### src/rtl/ram_port_arbiter_if.sv
// Bus bundle between the cache-side masters, the external word RAM and the port arbiter.
// The slave modport is the arbiter's view; the master modport is the surrounding system.
interface ram_port_arbiter_if #(
    parameter int ADDRESS_WIDTH = 16,
    parameter int NUM_PORTS     = 2
);
    localparam int OW = (NUM_PORTS > 1) ? $clog2(NUM_PORTS) : 1;

    logic [NUM_PORTS-1:0]               port_rd;
    logic [NUM_PORTS-1:0]               port_wr;
    logic [NUM_PORTS*ADDRESS_WIDTH-1:0] port_address;
    logic [NUM_PORTS*32-1:0]            port_data_wr;
    logic [NUM_PORTS-1:0]               port_data_valid;
    logic [31:0]                        port_data_rd;
    logic                               ram_rd;
    logic                               ram_wr;
    logic [ADDRESS_WIDTH-1:0]           ram_address;
    logic [31:0]                        ram_data_wr;
    logic [31:0]                        ram_data_rd;
    logic                               ram_data_valid;
    logic                               arb_busy;
    logic [OW-1:0]                      arb_owner;

    modport slave (
        input  port_rd, port_wr, port_address, port_data_wr, ram_data_rd, ram_data_valid,
        output port_data_valid, port_data_rd, ram_rd, ram_wr, ram_address, ram_data_wr,
               arb_busy, arb_owner
    );

    modport master (
        output port_rd, port_wr, port_address, port_data_wr, ram_data_rd, ram_data_valid,
        input  port_data_valid, port_data_rd, ram_rd, ram_wr, ram_address, ram_data_wr,
               arb_busy, arb_owner
    );
endinterface

### src/rtl/ram_port_arbiter.sv
// Round-robin arbiter sharing one word RAM between NUM_PORTS masters, buffering
// command pulses from waiting masters and locking the grant across back-to-back words.
module ram_port_arbiter #(
    parameter int ADDRESS_WIDTH = 16,
    parameter int NUM_PORTS     = 2,
    parameter int MAX_LOCK_CMDS = 8
) (
    input logic              clk,
    input logic              rst_n,
    ram_port_arbiter_if.slave bus
);
    localparam int AW  = ADDRESS_WIDTH;
    localparam int OW  = (NUM_PORTS > 1) ? $clog2(NUM_PORTS) : 1;
    localparam int LCW = (MAX_LOCK_CMDS > 0) ? $clog2(MAX_LOCK_CMDS + 1) : 1;
    localparam logic [LCW-1:0] LOCK_MAX = LCW'(MAX_LOCK_CMDS);

    typedef enum logic [1:0] {IDLE, WAIT, HOLD} state_e;

    state_e                 state_q, state_d;
    logic [NUM_PORTS-1:0]   pending_q, pending_d;
    logic [NUM_PORTS-1:0]   pend_wr_q, pend_wr_d;
    logic [AW-1:0]          pend_addr_q [NUM_PORTS];
    logic [AW-1:0]          pend_addr_d [NUM_PORTS];
    logic [31:0]            pend_data_q [NUM_PORTS];
    logic [31:0]            pend_data_d [NUM_PORTS];
    logic [OW-1:0]          rr_ptr_q, rr_ptr_d;
    logic [OW-1:0]          owner_q, owner_d;
    logic [LCW-1:0]         lock_cnt_q, lock_cnt_d;
    logic                   ram_rd_q, ram_rd_d;
    logic                   ram_wr_q, ram_wr_d;
    logic [AW-1:0]          ram_address_q, ram_address_d;
    logic [31:0]            ram_data_wr_q, ram_data_wr_d;

    logic [NUM_PORTS-1:0]   pulse, req, cmd_wr, consumed;
    logic [AW-1:0]          cmd_addr [NUM_PORTS];
    logic [31:0]            cmd_data [NUM_PORTS];
    logic                   win_found;
    logic [OW-1:0]          winner, cand, rr_next;

    // A live pulse takes priority over the buffered copy; rd+wr together counts as a write.
    always_comb begin
        for (int i = 0; i < NUM_PORTS; i++) begin
            pulse[i]    = bus.port_rd[i] | bus.port_wr[i];
            req[i]      = pulse[i] | pending_q[i];
            cmd_wr[i]   = pulse[i] ? bus.port_wr[i] : pend_wr_q[i];
            cmd_addr[i] = pulse[i] ? bus.port_address[i*AW +: AW] : pend_addr_q[i];
            cmd_data[i] = pulse[i] ? bus.port_data_wr[i*32 +: 32] : pend_data_q[i];
        end
    end

    always_comb begin
        win_found = 1'b0;
        winner    = rr_ptr_q;
        cand      = '0;
        for (int k = 0; k < NUM_PORTS; k++) begin
            cand = OW'((int'(rr_ptr_q) + k) % NUM_PORTS);
            if (!win_found && req[cand]) begin
                win_found = 1'b1;
                winner    = cand;
            end
        end
        rr_next = OW'((int'(owner_q) + 1) % NUM_PORTS);
    end

    always_comb begin
        state_d       = state_q;
        pending_d     = pending_q;
        pend_wr_d     = pend_wr_q;
        pend_addr_d   = pend_addr_q;
        pend_data_d   = pend_data_q;
        rr_ptr_d      = rr_ptr_q;
        owner_d       = owner_q;
        lock_cnt_d    = lock_cnt_q;
        ram_rd_d      = 1'b0;
        ram_wr_d      = 1'b0;
        ram_address_d = ram_address_q;
        ram_data_wr_d = ram_data_wr_q;
        consumed      = '0;

        case (state_q)
            IDLE: begin
                if (win_found) begin
                    ram_wr_d         = cmd_wr[winner];
                    ram_rd_d         = ~cmd_wr[winner];
                    ram_address_d    = cmd_addr[winner];
                    ram_data_wr_d    = cmd_data[winner];
                    owner_d          = winner;
                    lock_cnt_d       = LCW'(1);
                    consumed[winner] = 1'b1;
                    state_d          = WAIT;
                end
            end
            WAIT: begin
                if (bus.ram_data_valid) state_d = HOLD;
            end
            HOLD: begin
                if (req[owner_q] && ((MAX_LOCK_CMDS == 0) || (lock_cnt_q < LOCK_MAX))) begin
                    ram_wr_d          = cmd_wr[owner_q];
                    ram_rd_d          = ~cmd_wr[owner_q];
                    ram_address_d     = cmd_addr[owner_q];
                    ram_data_wr_d     = cmd_data[owner_q];
                    consumed[owner_q] = 1'b1;
                    if (MAX_LOCK_CMDS != 0) lock_cnt_d = lock_cnt_q + LCW'(1);
                    state_d           = WAIT;
                end else begin
                    rr_ptr_d = rr_next;
                    state_d  = IDLE;
                end
            end
            default: state_d = IDLE;
        endcase

        // Anything not issued this cycle is remembered until the RAM frees up.
        for (int i = 0; i < NUM_PORTS; i++) begin
            if (consumed[i]) begin
                pending_d[i] = 1'b0;
            end else if (pulse[i]) begin
                pending_d[i]   = 1'b1;
                pend_wr_d[i]   = bus.port_wr[i];
                pend_addr_d[i] = bus.port_address[i*AW +: AW];
                pend_data_d[i] = bus.port_data_wr[i*32 +: 32];
            end
        end
    end

    always_ff @(posedge clk or negedge rst_n) begin
        if (!rst_n) begin
            state_q       <= IDLE;
            pending_q     <= '0;
            pend_wr_q     <= '0;
            rr_ptr_q      <= '0;
            owner_q       <= '0;
            lock_cnt_q    <= '0;
            ram_rd_q      <= 1'b0;
            ram_wr_q      <= 1'b0;
            ram_address_q <= '0;
            ram_data_wr_q <= '0;
            for (int i = 0; i < NUM_PORTS; i++) begin
                pend_addr_q[i] <= '0;
                pend_data_q[i] <= '0;
            end
        end else begin
            state_q       <= state_d;
            pending_q     <= pending_d;
            pend_wr_q     <= pend_wr_d;
            rr_ptr_q      <= rr_ptr_d;
            owner_q       <= owner_d;
            lock_cnt_q    <= lock_cnt_d;
            ram_rd_q      <= ram_rd_d;
            ram_wr_q      <= ram_wr_d;
            ram_address_q <= ram_address_d;
            ram_data_wr_q <= ram_data_wr_d;
            for (int i = 0; i < NUM_PORTS; i++) begin
                pend_addr_q[i] <= pend_addr_d[i];
                pend_data_q[i] <= pend_data_d[i];
            end
        end
    end

    // Responses only route while a command is outstanding; valids in IDLE/HOLD are dropped.
    always_comb begin
        for (int i = 0; i < NUM_PORTS; i++) begin
            bus.port_data_valid[i] = bus.ram_data_valid && (state_q == WAIT) && (owner_q == OW'(i));
        end
    end

    assign bus.port_data_rd = bus.ram_data_rd;
    assign bus.ram_rd       = ram_rd_q;
    assign bus.ram_wr       = ram_wr_q;
    assign bus.ram_address  = ram_address_q;
    assign bus.ram_data_wr  = ram_data_wr_q;
    assign bus.arb_busy     = (state_q != IDLE);
    assign bus.arb_owner    = owner_q;
endmodule

### src/flat_wrapper.sv
// flat-port wrapper written by rule: the top's interface ports become plain ports
module ram_port_arbiter_flat 
#(
    parameter int ADDRESS_WIDTH = 16,
    parameter int NUM_PORTS     = 2,
    parameter int MAX_LOCK_CMDS = 8
)
  (clk, rst_n, bus_port_rd, bus_port_wr, bus_port_address, bus_port_data_wr, bus_ram_data_rd, bus_ram_data_valid, bus_port_data_valid, bus_port_data_rd, bus_ram_rd, bus_ram_wr, bus_ram_address, bus_ram_data_wr, bus_arb_busy, bus_arb_owner);
  ram_port_arbiter_if #(.ADDRESS_WIDTH(ADDRESS_WIDTH), .NUM_PORTS(NUM_PORTS)) bus_i ();
  input logic clk;
  input logic rst_n;
  input wire logic [$bits(bus_i.port_rd)-1:0] bus_port_rd;
  input wire logic [$bits(bus_i.port_wr)-1:0] bus_port_wr;
  input wire logic [$bits(bus_i.port_address)-1:0] bus_port_address;
  input wire logic [$bits(bus_i.port_data_wr)-1:0] bus_port_data_wr;
  input wire logic [$bits(bus_i.ram_data_rd)-1:0] bus_ram_data_rd;
  input wire logic [$bits(bus_i.ram_data_valid)-1:0] bus_ram_data_valid;
  output wire logic [$bits(bus_i.port_data_valid)-1:0] bus_port_data_valid;
  output wire logic [$bits(bus_i.port_data_rd)-1:0] bus_port_data_rd;
  output wire logic [$bits(bus_i.ram_rd)-1:0] bus_ram_rd;
  output wire logic [$bits(bus_i.ram_wr)-1:0] bus_ram_wr;
  output wire logic [$bits(bus_i.ram_address)-1:0] bus_ram_address;
  output wire logic [$bits(bus_i.ram_data_wr)-1:0] bus_ram_data_wr;
  output wire logic [$bits(bus_i.arb_busy)-1:0] bus_arb_busy;
  output wire logic [$bits(bus_i.arb_owner)-1:0] bus_arb_owner;
  assign bus_i.port_rd = bus_port_rd;
  assign bus_i.port_wr = bus_port_wr;
  assign bus_i.port_address = bus_port_address;
  assign bus_i.port_data_wr = bus_port_data_wr;
  assign bus_i.ram_data_rd = bus_ram_data_rd;
  assign bus_i.ram_data_valid = bus_ram_data_valid;
  assign bus_port_data_valid = bus_i.port_data_valid;
  assign bus_port_data_rd = bus_i.port_data_rd;
  assign bus_ram_rd = bus_i.ram_rd;
  assign bus_ram_wr = bus_i.ram_wr;
  assign bus_ram_address = bus_i.ram_address;
  assign bus_ram_data_wr = bus_i.ram_data_wr;
  assign bus_arb_busy = bus_i.arb_busy;
  assign bus_arb_owner = bus_i.arb_owner;
  ram_port_arbiter #(.ADDRESS_WIDTH(ADDRESS_WIDTH), .NUM_PORTS(NUM_PORTS), .MAX_LOCK_CMDS(MAX_LOCK_CMDS)) u_core (.clk(clk), .rst_n(rst_n), .bus(bus_i));
endmodule
### config.mk
export PLATFORM = sky130hd
export DESIGN_NAME = ram_port_arbiter_flat
export DESIGN_NICKNAME = d
export VERILOG_FILES = /design/src/rtl/ram_port_arbiter_if.sv /design/src/rtl/ram_port_arbiter.sv /design/src/flat_wrapper.sv
export SDC_FILE = /design/constraint.sdc
export NUM_CORES = 1
export LEC_CHECK = 0
export ABC_AREA = 1
export CAP_MARGIN = 20
export CORE_MARGIN = 1.5
export CORE_UTILIZATION = 55
export DETAILED_ROUTE_END_ITERATION = 8
export PLACE_DENSITY = 0.84
export SYNTH_ARGS = -nofsm -noshare
export SYNTH_HDL_FRONTEND = slang
export SYNTH_SLANG_ARGS = --single-unit
### constraint.sdc
create_clock -name clk -period 4.9 [get_ports clk]
set_input_delay 0.49 -clock clk [delete_from_list [all_inputs] [get_ports clk]]
set_output_delay 0.49 -clock clk [all_outputs]
set_load 0.02 [all_outputs]
==> results.py, run 1 <==
metrics = {
    "floorplanning": {
        "ios": 221,
        "die_area_um2": 17800,
        "die_h_um": 133,
        "core-area_um2": 16600,
        "initial_core_util_pct": 56.5,
        "rows": 47,
        "die_x_um": 133,
    },
    "setup_path": {
        "path_delay_family": "simple AND/OR/NAND/NOR gates",
        "crit_required_ps": 5150,
        "cp.arrival_ps": 3580,
        "cp-end-kind": "register",
        "worstSetupPathType": "reg -> reg",
        "cp-start-kind": "register",
        "cp_max_fo": 99,
        "crit_top_cell": "nor2_4",
        "r2r_slack_ps": 1570,
        "max_stage_delay_ps": 780,
        "crit_buf_inv": 1,
        "path_cells": "nor2_4 -> inv_2 -> nor2_4 -> nand2_1 -> nand2_4 -> o21ai_0",
        "critPathSlowestCell": "nand2_4",
    },
    "sta": {
        "setup_tns_ps": 0,
        "min_period_ps": 3330,
        "tightest_slew_ps": 1020,
        "whs_ps": 66.8,
        "fin_skew_ps": 9.63,
        "rsz0062_at_grt": "false",
        "slew_viol_final": 0,
        "finalCritPeriodShare_pct": 68.0,
        "slew_headroom_pct": 32.3,
        "setup_viol": 0,
        "fmax_mhz": 300,
        "hold_viol": 0,
    },
    "clocking": {
        "path_clk_slew_ps": 60,
        "cts_buffer_depth": 2,
        "cts_tree": "yes",
        "cts_num_sinks": 158,
        "htreeDepth": 4,
        "cts-resized-gates": 0,
        "cts_root_buf": "clkbuf_16",
        "insertion_delay_ps": 430,
        "cts_hold_buf": 0,
        "cts_post_setup_buffers_inserted": 0,
        "cts_buffers": 17,
    },
    "place": {
        "portBuffers": 156,
        "dpl.hpwl_um": 15600,
        "gp_congestion": 0.872,
        "dp.cells": 1660,
        "dpl_cell_area_um2": 10700,
    },
    "logic_synthesis": {
        "synth_mux_area_share_pct": 0,
        "yosys.area.top_type_share_pct": 42.2,
        "synth-edff-count": 0,
        "async_flop_share_pct": 100,
        "yosys-top-cells-area": "dfrtp_1 (42%), nand2_1 (19%), nand3_1 (9.8%)",
        "yosys.area.top_type": "dfrtp_1",
        "synth_fp_nets": 1533,
        "yosysWarningCount": 0,
        "synth_xor_area_share_pct": 0,
        "syn_area_um2": 9360,
        "ys_types": 25,
        "yosys.area_share.simple_pct": 37.0,
        "yosysMostFrequentCell": "nand2_1",
        "synth-compound-area-share_pct": 10.3,
        "synth_fa_ha_area_share_pct": 0.134,
        "synth.top_cells.by_count": "nand2_1 (477), nand3_1 (184), nor2_1 (173)",
        "ys_ff_latch": 158,
        "synth_top_family_by_area": "simple AND/OR/NAND/NOR gates",
        "ys_seq_area_share_pct": 42.2,
        "syn_area_per_cell_um2": 6.70,
        "synthFlopType": "dfrtp_1",
        "syn-instance-count": 1397,
    },
    "global_route": {
        "grt_pass1_wl_um": 43100,
        "track_usage_pct": 30.0,
        "antenna_found_initial": 0,
        "grt_pass1_vias": 8963,
        "grt_max_degree": 100,
        "grt.overflow.total": 0,
    },
    "power_and_ir_drop": {
        "ir_drop_mv": 0.414,
        "p_per_area_nw_per_um2": 640,
        "p_leak_nw": 5.43,
    },
    "detailed_routing": {
        "num_vias": 9552,
        "drt-initial-drc-count": 1108,
        "antenna_left": 0,
        "routed_wl_um": 26400,
        "dr.pass1.iters": 5,
        "drc_errors": 0,
        "wl_per_cell_um": 15.6,
        "viasPerCell": 5.64,
    },
    "layout": {
        "nFillCells": 1466,
        "final_net_count": 1596,
        "stdcell_area_um2": 11300,
        "diodes": 0,
        "multi_input_area_um2": 4470,
        "area_growth_pct": 20.4,
        "seqCellArea_um2": 3960,
        "fin_cells": 1693,
        "drive_gt1_share_pct": 4.62,
    },
    "status": {
        "status": "finished, final reports clean",
    },
    "job": {
        "max_cap_viol_count": 0,
    },
    "min_path": {
        "worstHoldPathType": "in -> async",
    },
}
-- cell usage in the layout (no fill, tap or decap), types with 11 or more instances in the layout --
cell             count
inv_1               73
a21oi_1             47
clkdlybuf4s50_1    155
nor2_1             173
o21ai_0            116
clkbuf_16           17
nand3_1            184
dfrtp_1            157
buf_4               12
nand2_1            475
o21ai_1             11
-- through the flow --
stage / setup slack (ps) / power (W) / util [%]
after floorplan: 3090 / 0.00476 / -
after global placement: 1280 / 0.00570 / 64.2
after detailed placement: 1140 / 0.00582 / 64.2
after CTS: 1520 / 0.00718 / 67.8
after global routing: 1390 / 0.00775 / 67.9
final: 1570 / 0.00722 / 67.9
-- final cells by class --
type | instances | area share [%]
multi-input cells | 1034 | 39.7
clock buffers | 22 | 4.30
well taps | 220 | 2.44
inverters | 80 | 2.66
flip-flops and latches | 158 | 35.1
clock inverters | 10 | 0.988
repair buffers | 169 | 14.8
-- cells by family after synthesis --
group,after synthesis
compound gates,186
fa+ha+maj,1
buf+inv,205
flops,158
simple gates,847
-- worst paths after layout --
| path | start | endpoint | cells after the start |
|---|---|---|---|
| worst max-delay path | u_core.state_q[0] | u_core.pend_data_q[45] | 6 |
| min in group clk | u_core.pend_data_q[31] | u_core.pend_data_q[31] | 2 |
| max in group asynchronous | rst_n | u_core.bus.ram_data_wr[12] | 2 |
| worst min-delay path | rst_n | u_core.pend_addr_q[19] | 1 |
| worst min register to register | u_core.pend_data_q[31] | u_core.pend_data_q[31] | 2 |
| worst max register to register | u_core.state_q[0] | u_core.pend_data_q[45] | 6 |
-- layer usage --
layer	part of all wire, %	GRT usage [%]	up-vias
met2	48	48.9	513
met3	8.5	5.18	58
met5	0	0	-
li1	-	-	4537
met1	42	39.3	4444
met4	2.3	13.6	0
-- sequential cells by signal, indices dropped and copies added, names as in the netlist --
register and count:
u_core.pend_data_q 64, u_core.bus.ram_data_wr 32, u_core.pend_addr_q 32, u_core.bus.ram_address 16
u_core.lock_cnt_q 4, u_core.pend_wr_q 2, u_core.pending_q 2, u_core.state_q 2
u_core.bus.arb_owner 1, u_core.bus.ram_rd 1, u_core.bus.ram_wr 1, u_core.rr_ptr_q 1
-- report_power, final --
part / switching [W] / internal, W
registers: 0.000379 / 0.00197
logic: 0.00226 / 0.00126
clock network: 0.000539 / 0.000802
total: 0.00318 / 0.00403
Note: power is estimated with default switching activity, not from simulation.
==> inputs of run 2 (changes only) <==
--- a/config.mk
+++ b/config.mk
@@ -8,9 +8,9 @@
 export ABC_AREA = 1
 export CAP_MARGIN = 20
 export CORE_MARGIN = 1.5
-export CORE_UTILIZATION = 55
+export CORE_UTILIZATION = 51
 export DETAILED_ROUTE_END_ITERATION = 8
-export PLACE_DENSITY = 0.84
+export PLACE_DENSITY = 0.79
 export SYNTH_ARGS = -nofsm -noshare
 export SYNTH_HDL_FRONTEND = slang
 export SYNTH_SLANG_ARGS = --single-unit
==> constraint.sdc (replaced) <==
create_clock -name clk -period 3.22 [get_ports clk]
set_input_delay 0.322 -clock clk [delete_from_list [all_inputs] [get_ports clk]]
set_output_delay 0.322 -clock clk [all_outputs]
set_load 0.02 [all_outputs]
==> results.py, run 2 (synthesis gave the netlist of run 1 again) <==
metrics = {
    "status": {
        "status": "finished, final reports clean",
    },
    "clocking": {
        "cts_buffer_depth": 2,
        "cts_root_buf": "clkbuf_16",
        "cts_tree": "yes",
        "insertion_delay_ps": 430,
        "cts_num_sinks": 158,
        "htreeDepth": 4,
        "path_clk_slew_ps": 60,
        "cts_buffers": 17,
    },
    "setup_path": {
        "worstSetupPathType": "reg -> out",
        "cp_max_fo": 26,
        "path_cells": "inv_2 -> buf_4 -> nor2_1 -> clkdlybuf4s50_1",
        "cp-start-kind": "register",
        "cp.arrival_ps": 2300,
        "critPathSlowestCell": "clkdlybuf4s50_1",
        "max_stage_delay_ps": 550,
        "cp-end-kind": "primary output",
        "crit_required_ps": 2900,
    },
    "layout": {
        "largest_register_ffs": 64,
        "diodes": 0,
        "layout_common_cells": "nand2_1 (475), nand3_1 (184), nor2_1 (173), dfrtp_1 (157), clkdlybuf4s50_1 (155)",
        "final_common_cell": "nand2_1",
        "final_net_count": 1603,
        "seqCellArea_um2": 3960,
        "nFillCells": 1628,
        "area_growth_pct": 21.0,
        "top_register": "u_core.pend_data_q",
        "multi_input_area_um2": 4470,
        "drive_gt1_share_pct": 4.81,
    },
    "sta": {
        "slew_headroom_pct": 38.6,
        "fin_skew_ps": 7.67,
        "min_period_ps": 2620,
        "setup_viol": 0,
        "hold_viol": 0,
        "slew_viol_final": 0,
        "whs_ps": 471,
        "rsz0062_at_grt": "false",
        "finalCritPeriodShare_pct": 81.3,
        "setup_tns_ps": 0,
        "fmax_mhz": 382,
        "tightest_slew_ps": 920,
        "layout_setup_ws_ps": 602,
    },
    "global_route": {
        "grt.overflow.total": 0,
        "antenna_found_initial": 0,
        "grt_pass1_vias": 8813,
        "grt_max_degree": 97,
        "track_usage_pct": 27.2,
        "grt_pass1_wl_um": 42800,
    },
    "floorplanning": {
        "initial_core_util_pct": 52.1,
        "die_area_um2": 19200,
        "die_h_um": 138,
        "rows": 49,
        "die_x_um": 138,
        "ios": 221,
        "core-area_um2": 18000,
    },
    "detailed_routing": {
        "drc_errors": 0,
        "viasPerCell": 5.46,
        "wl_per_cell_um": 15.1,
        "antenna_left": 0,
        "drt-initial-drc-count": 765,
        "routed_wl_um": 25800,
        "highest_layer": "met4",
        "met1Wirelength_um": 11200,
        "route.met3.wl_um": 1860,
        "dr.pass1.iters": 5,
        "wl_met2_um": 12100,
        "num_vias": 9317,
    },
    "power_and_ir_drop": {
        "p_total_w": 0.0109,
        "p_leak_nw": 5.46,
        "p_per_area_nw_per_um2": 962,
        "ir_drop_mv": 0.561,
    },
    "place": {
        "portBuffers": 156,
        "post-place-ws_ps": 618,
        "dpl.hpwl_um": 15500,
        "gp_congestion": 0.843,
    },
    "job": {
        "max_cap_viol_count": 0,
    },
    "min_path": {
        "worstHoldPathType": "reg -> reg",
    },
}
[run 2: changes by cell type in the layout (fill, tap and decap cells not counted), sizes merged]
cell and change:
clkinv +1, buf +6, dlygate4sd3 +1, clkinvlp -3
bufinv -1
[run 2: final timing paths]
path	from	endpoint	slack (ps)	cells past startpoint
min in group asynchronous	rst_n	u_core.bus.ram_address[3]	480	2
hold reg to reg	u_core.pend_data_q[20]	u_core.pend_data_q[20]	470	2
setup reg to reg	u_core.bus.arb_owner	u_core.pend_data_q[60]	860	6
hold / removal	u_core.pend_data_q[20]	u_core.pend_data_q[20]	470	2
max in group asynchronous	rst_n	u_core.bus.arb_owner	1860	3
setup / recovery	u_core.bus.arb_owner	bus_port_data_valid[1]	600	4
[run 2: worst max-delay path: cells and delay by family (launching register included)]
family / cells / cell delay [ps]
buffers and inverters: 3 / 1350
DFF: 1 / 410
and+or+nand+nor: 1 / 90
[run 2: metal layers]
| layer | up-vias | track usage, % |
|---|---|---|
| met1 | 4316 | 36.7 |
| met5 | - | 0 |
| met2 | 389 | 43.8 |
| met3 | 54 | 4.36 |
| met4 | 0 | 11.5 |
| li1 | 4558 | - |
[run 2: timing repair]
action	4_1_cts	5_1_grt
setup buffers	0	0
hold buffers	1	0
resized for setup	0	0
endpoints found under the hold margin	72	0
[run 2: layout make-up]
type                            instances  share of cell area [%]
Clock buffer                           22                    4.28
Clock inverter                          7                   0.563
Inverter                               80                    2.65
Multi-Input combinational cell       1034                    39.5
Sequential cell                       158                    34.9
Tap cell                              229                    2.53
Timing Repair Buffer                  176                    15.6
[run 2: stage by stage]
step | instance area (um2) | cells | util (%)
after floorplan | 9360 | 1397 | -
after global placement | 10800 | 1676 | 59.9
after detailed placement | 10800 | 1676 | 59.9
after CTS | 11300 | 1706 | 63.0
after global routing | 11300 | 1706 | 63.0
final | 11300 | 1706 | 63.0
[run 2: report_power, final]
| group | internal (W) | total, W | switching (W) |
|---|---|---|---|
| registers | 0.00300 | 0.00355 | 0.000552 |
| clock network | 0.00113 | 0.00191 | 0.000781 |
| logic | 0.00199 | 0.00544 | 0.00345 |
| total | 0.00611 | 0.0109 | 0.00478 |
==> inputs of run 3 (changes only) <==
--- a/config.mk
+++ b/config.mk
@@ -8,9 +8,9 @@
 export ABC_AREA = 1
 export CAP_MARGIN = 20
 export CORE_MARGIN = 1.5
-export CORE_UTILIZATION = 51
+export CORE_UTILIZATION = 46
 export DETAILED_ROUTE_END_ITERATION = 8
-export PLACE_DENSITY = 0.79
+export PLACE_DENSITY = 0.75
 export SYNTH_ARGS = -nofsm -noshare
 export SYNTH_HDL_FRONTEND = slang
 export SYNTH_SLANG_ARGS = --single-unit
==> constraint.sdc (replaced) <==
create_clock -name clk -period 2.26 [get_ports clk]
set_input_delay 0.226 -clock clk [delete_from_list [all_inputs] [get_ports clk]]
set_output_delay 0.226 -clock clk [all_outputs]
set_load 0.02 [all_outputs]
==> results.py, run 3 (synthesis gave the netlist of run 1 again) <==
metrics = {
    "detailed_routing": {
        "route.met3.wl_um": 1580,
        "antenna_left": 0,
        "num_vias": 9349,
        "drt-initial-drc-count": 799,
        "met1Wirelength_um": 11600,
        "wl_per_cell_um": 14.6,
        "highest_layer": "met4",
        "dr.pass1.iters": 8,
        "drc_errors": 0,
        "routed_wl_um": 26200,
        "wl_met2_um": 12500,
        "viasPerCell": 5.23,
    },
    "clocking": {
        "cts_post_setup_buffers_inserted": 0,
        "cts_buffer_depth": 2,
        "insertion_delay_ps": 440,
        "htreeDepth": 4,
        "cts_buffers": 17,
        "cts_root_buf": "clkbuf_16",
        "path_clk_slew_ps": 70,
        "cts_num_sinks": 158,
        "cts_tree": "yes",
    },
    "layout": {
        "top_register": "u_core.pend_data_q",
        "nFillCells": 1765,
        "final_common_cell": "nand2_1",
        "area_growth_pct": 26.9,
        "multi_input_area_um2": 4470,
        "largest_register_ffs": 64,
        "seqCellArea_um2": 3960,
        "final_util_pct": 60.3,
        "final_net_count": 1645,
        "diodes": 0,
        "layout_common_cells": "nand2_1 (475), nand3_1 (184), nor2_1 (173), dfrtp_1 (157), clkdlybuf4s50_1 (155)",
        "drive_gt1_share_pct": 7.56,
    },
    "sta": {
        "slew_viol_final": 0,
        "finalCritPeriodShare_pct": 94.6,
        "slew_headroom_pct": 61.8,
        "fin_skew_ps": 11.0,
        "hold_viol": 0,
        "rsz0062_at_grt": "false",
        "setup_tns_ps": 0,
        "min_period_ps": 2140,
        "tightest_slew_ps": 573,
        "setup_viol": 0,
        "fmax_mhz": 467,
    },
    "min_path": {
        "worstHoldPathType": "in -> async",
    },
    "global_route": {
        "grt_max_degree": 59,
        "track_usage_pct": 25.4,
        "antenna_found_initial": 0,
        "grt_pass1_wl_um": 43700,
        "grt.overflow.total": 0,
        "grt_pass1_vias": 8809,
    },
    "floorplanning": {
        "core-area_um2": 19700,
        "ios": 221,
        "die_h_um": 146,
        "initial_core_util_pct": 47.5,
        "rows": 51,
        "die_area_um2": 21200,
        "die_x_um": 146,
    },
    "setup_path": {
        "cp.arrival_ps": 1910,
        "cp-end-kind": "primary output",
        "reg2regPathDepth": 8,
        "cp_max_fo": 47,
        "r2r_slack_ps": 430,
        "path_cells": "inv_2 -> buf_12 -> nor2_1 -> clkdlybuf4s50_1",
        "critPathSlowestCell": "clkdlybuf4s50_1",
        "r2r-start": "u_core.state_q[0]",
        "critPathCapture": "bus_port_data_valid[1]",
        "max_stage_delay_ps": 610,
        "crit_required_ps": 2030,
        "cp-start-kind": "register",
        "worstSetupPathType": "reg -> out",
        "cp-startpoint": "u_core.bus.arb_owner",
        "r2r_end": "u_core.bus.ram_address[10]",
    },
    "power_and_ir_drop": {
        "p_leak_nw": 5.73,
        "p_per_area_nw_per_um2": 1360,
        "ir_drop_mv": 0.743,
    },
    "place": {
        "portBuffers": 156,
        "dpl.hpwl_um": 16900,
        "gp_congestion": 0.855,
    },
    "job": {
        "max_cap_viol_count": 0,
    },
    "status": {
        "status": "finished, final reports clean",
    },
}
-- run 3: layout make-up --
class                           count  area share [%]
Clock buffer                       20            3.76
Clock inverter                     12            1.36
Inverter                           80            2.53
Multi-Input combinational cell   1034            37.6
Sequential cell                   158            33.3
Tap cell                          265            2.79
Timing Repair Buffer              218            18.7
-- run 3: worst min-delay path by stage --
stage | slack [ps] | depth (start not counted) | end
global placement | 240 | 1 | u_core.bus.ram_address[3]
floorplan | -70 | 0 | u_core.bus.arb_owner
detailed placement | 240 | 1 | u_core.bus.ram_address[3]
CTS | 350 | 2 | u_core.bus.ram_address[3]
finish | 330 | 2 | u_core.pend_addr_q[19]
global route | 390 | 2 | u_core.pend_addr_q[19]
-- run 3: timing repair --
item / CTS / global route
resized for setup: 0 / 0
hold buffers: 1 / 0
endpoints found under the setup margin: 0 / 0
endpoints found under the hold margin: 55 / 0
-- run 3: critical path: cells and delay by family, from the launching register on --
| family | cells | cell delay (ps) |
|---|---|---|
| flops | 1 | 450 |
| simple gates | 1 | 130 |
| buf+inv | 3 | 890 |
-- run 3: report_power, final --
group	switching, W	total (W)	internal, W
Combinational	0.00495	0.00812	0.00317
Sequential	0.000804	0.00508	0.00427
Clock	0.00123	0.00300	0.00178
Total	0.00698	0.0162	0.00922
-- run 3: per-layer routing --
layer / GRT usage (%) / up-vias
met5: 0 / -
li1: - / 4647
met2: 42.4 / 332
met4: 8.57 / 0
met1: 33.6 / 4329
met3: 3.86 / 41
-- run 3: through the flow --
| step | cells | worst slack [ps] | cell area [um2] | total power [W] | hold WS, ps |
|---|---|---|---|---|---|
| floorplan | 1397 | 606 | 9360 | 0.0103 | -69.6 |
| global placement | 1754 | 138 | 11300 | 0.0129 | 237 |
| detailed placement | 1754 | 65.3 | 11300 | 0.0132 | 243 |
| CTS | 1787 | 108 | 11900 | 0.0163 | 350 |
| global route | 1787 | 58.5 | 11900 | 0.0175 | 389 |
| finish | 1787 | 121 | 11900 | 0.0162 | 328 |
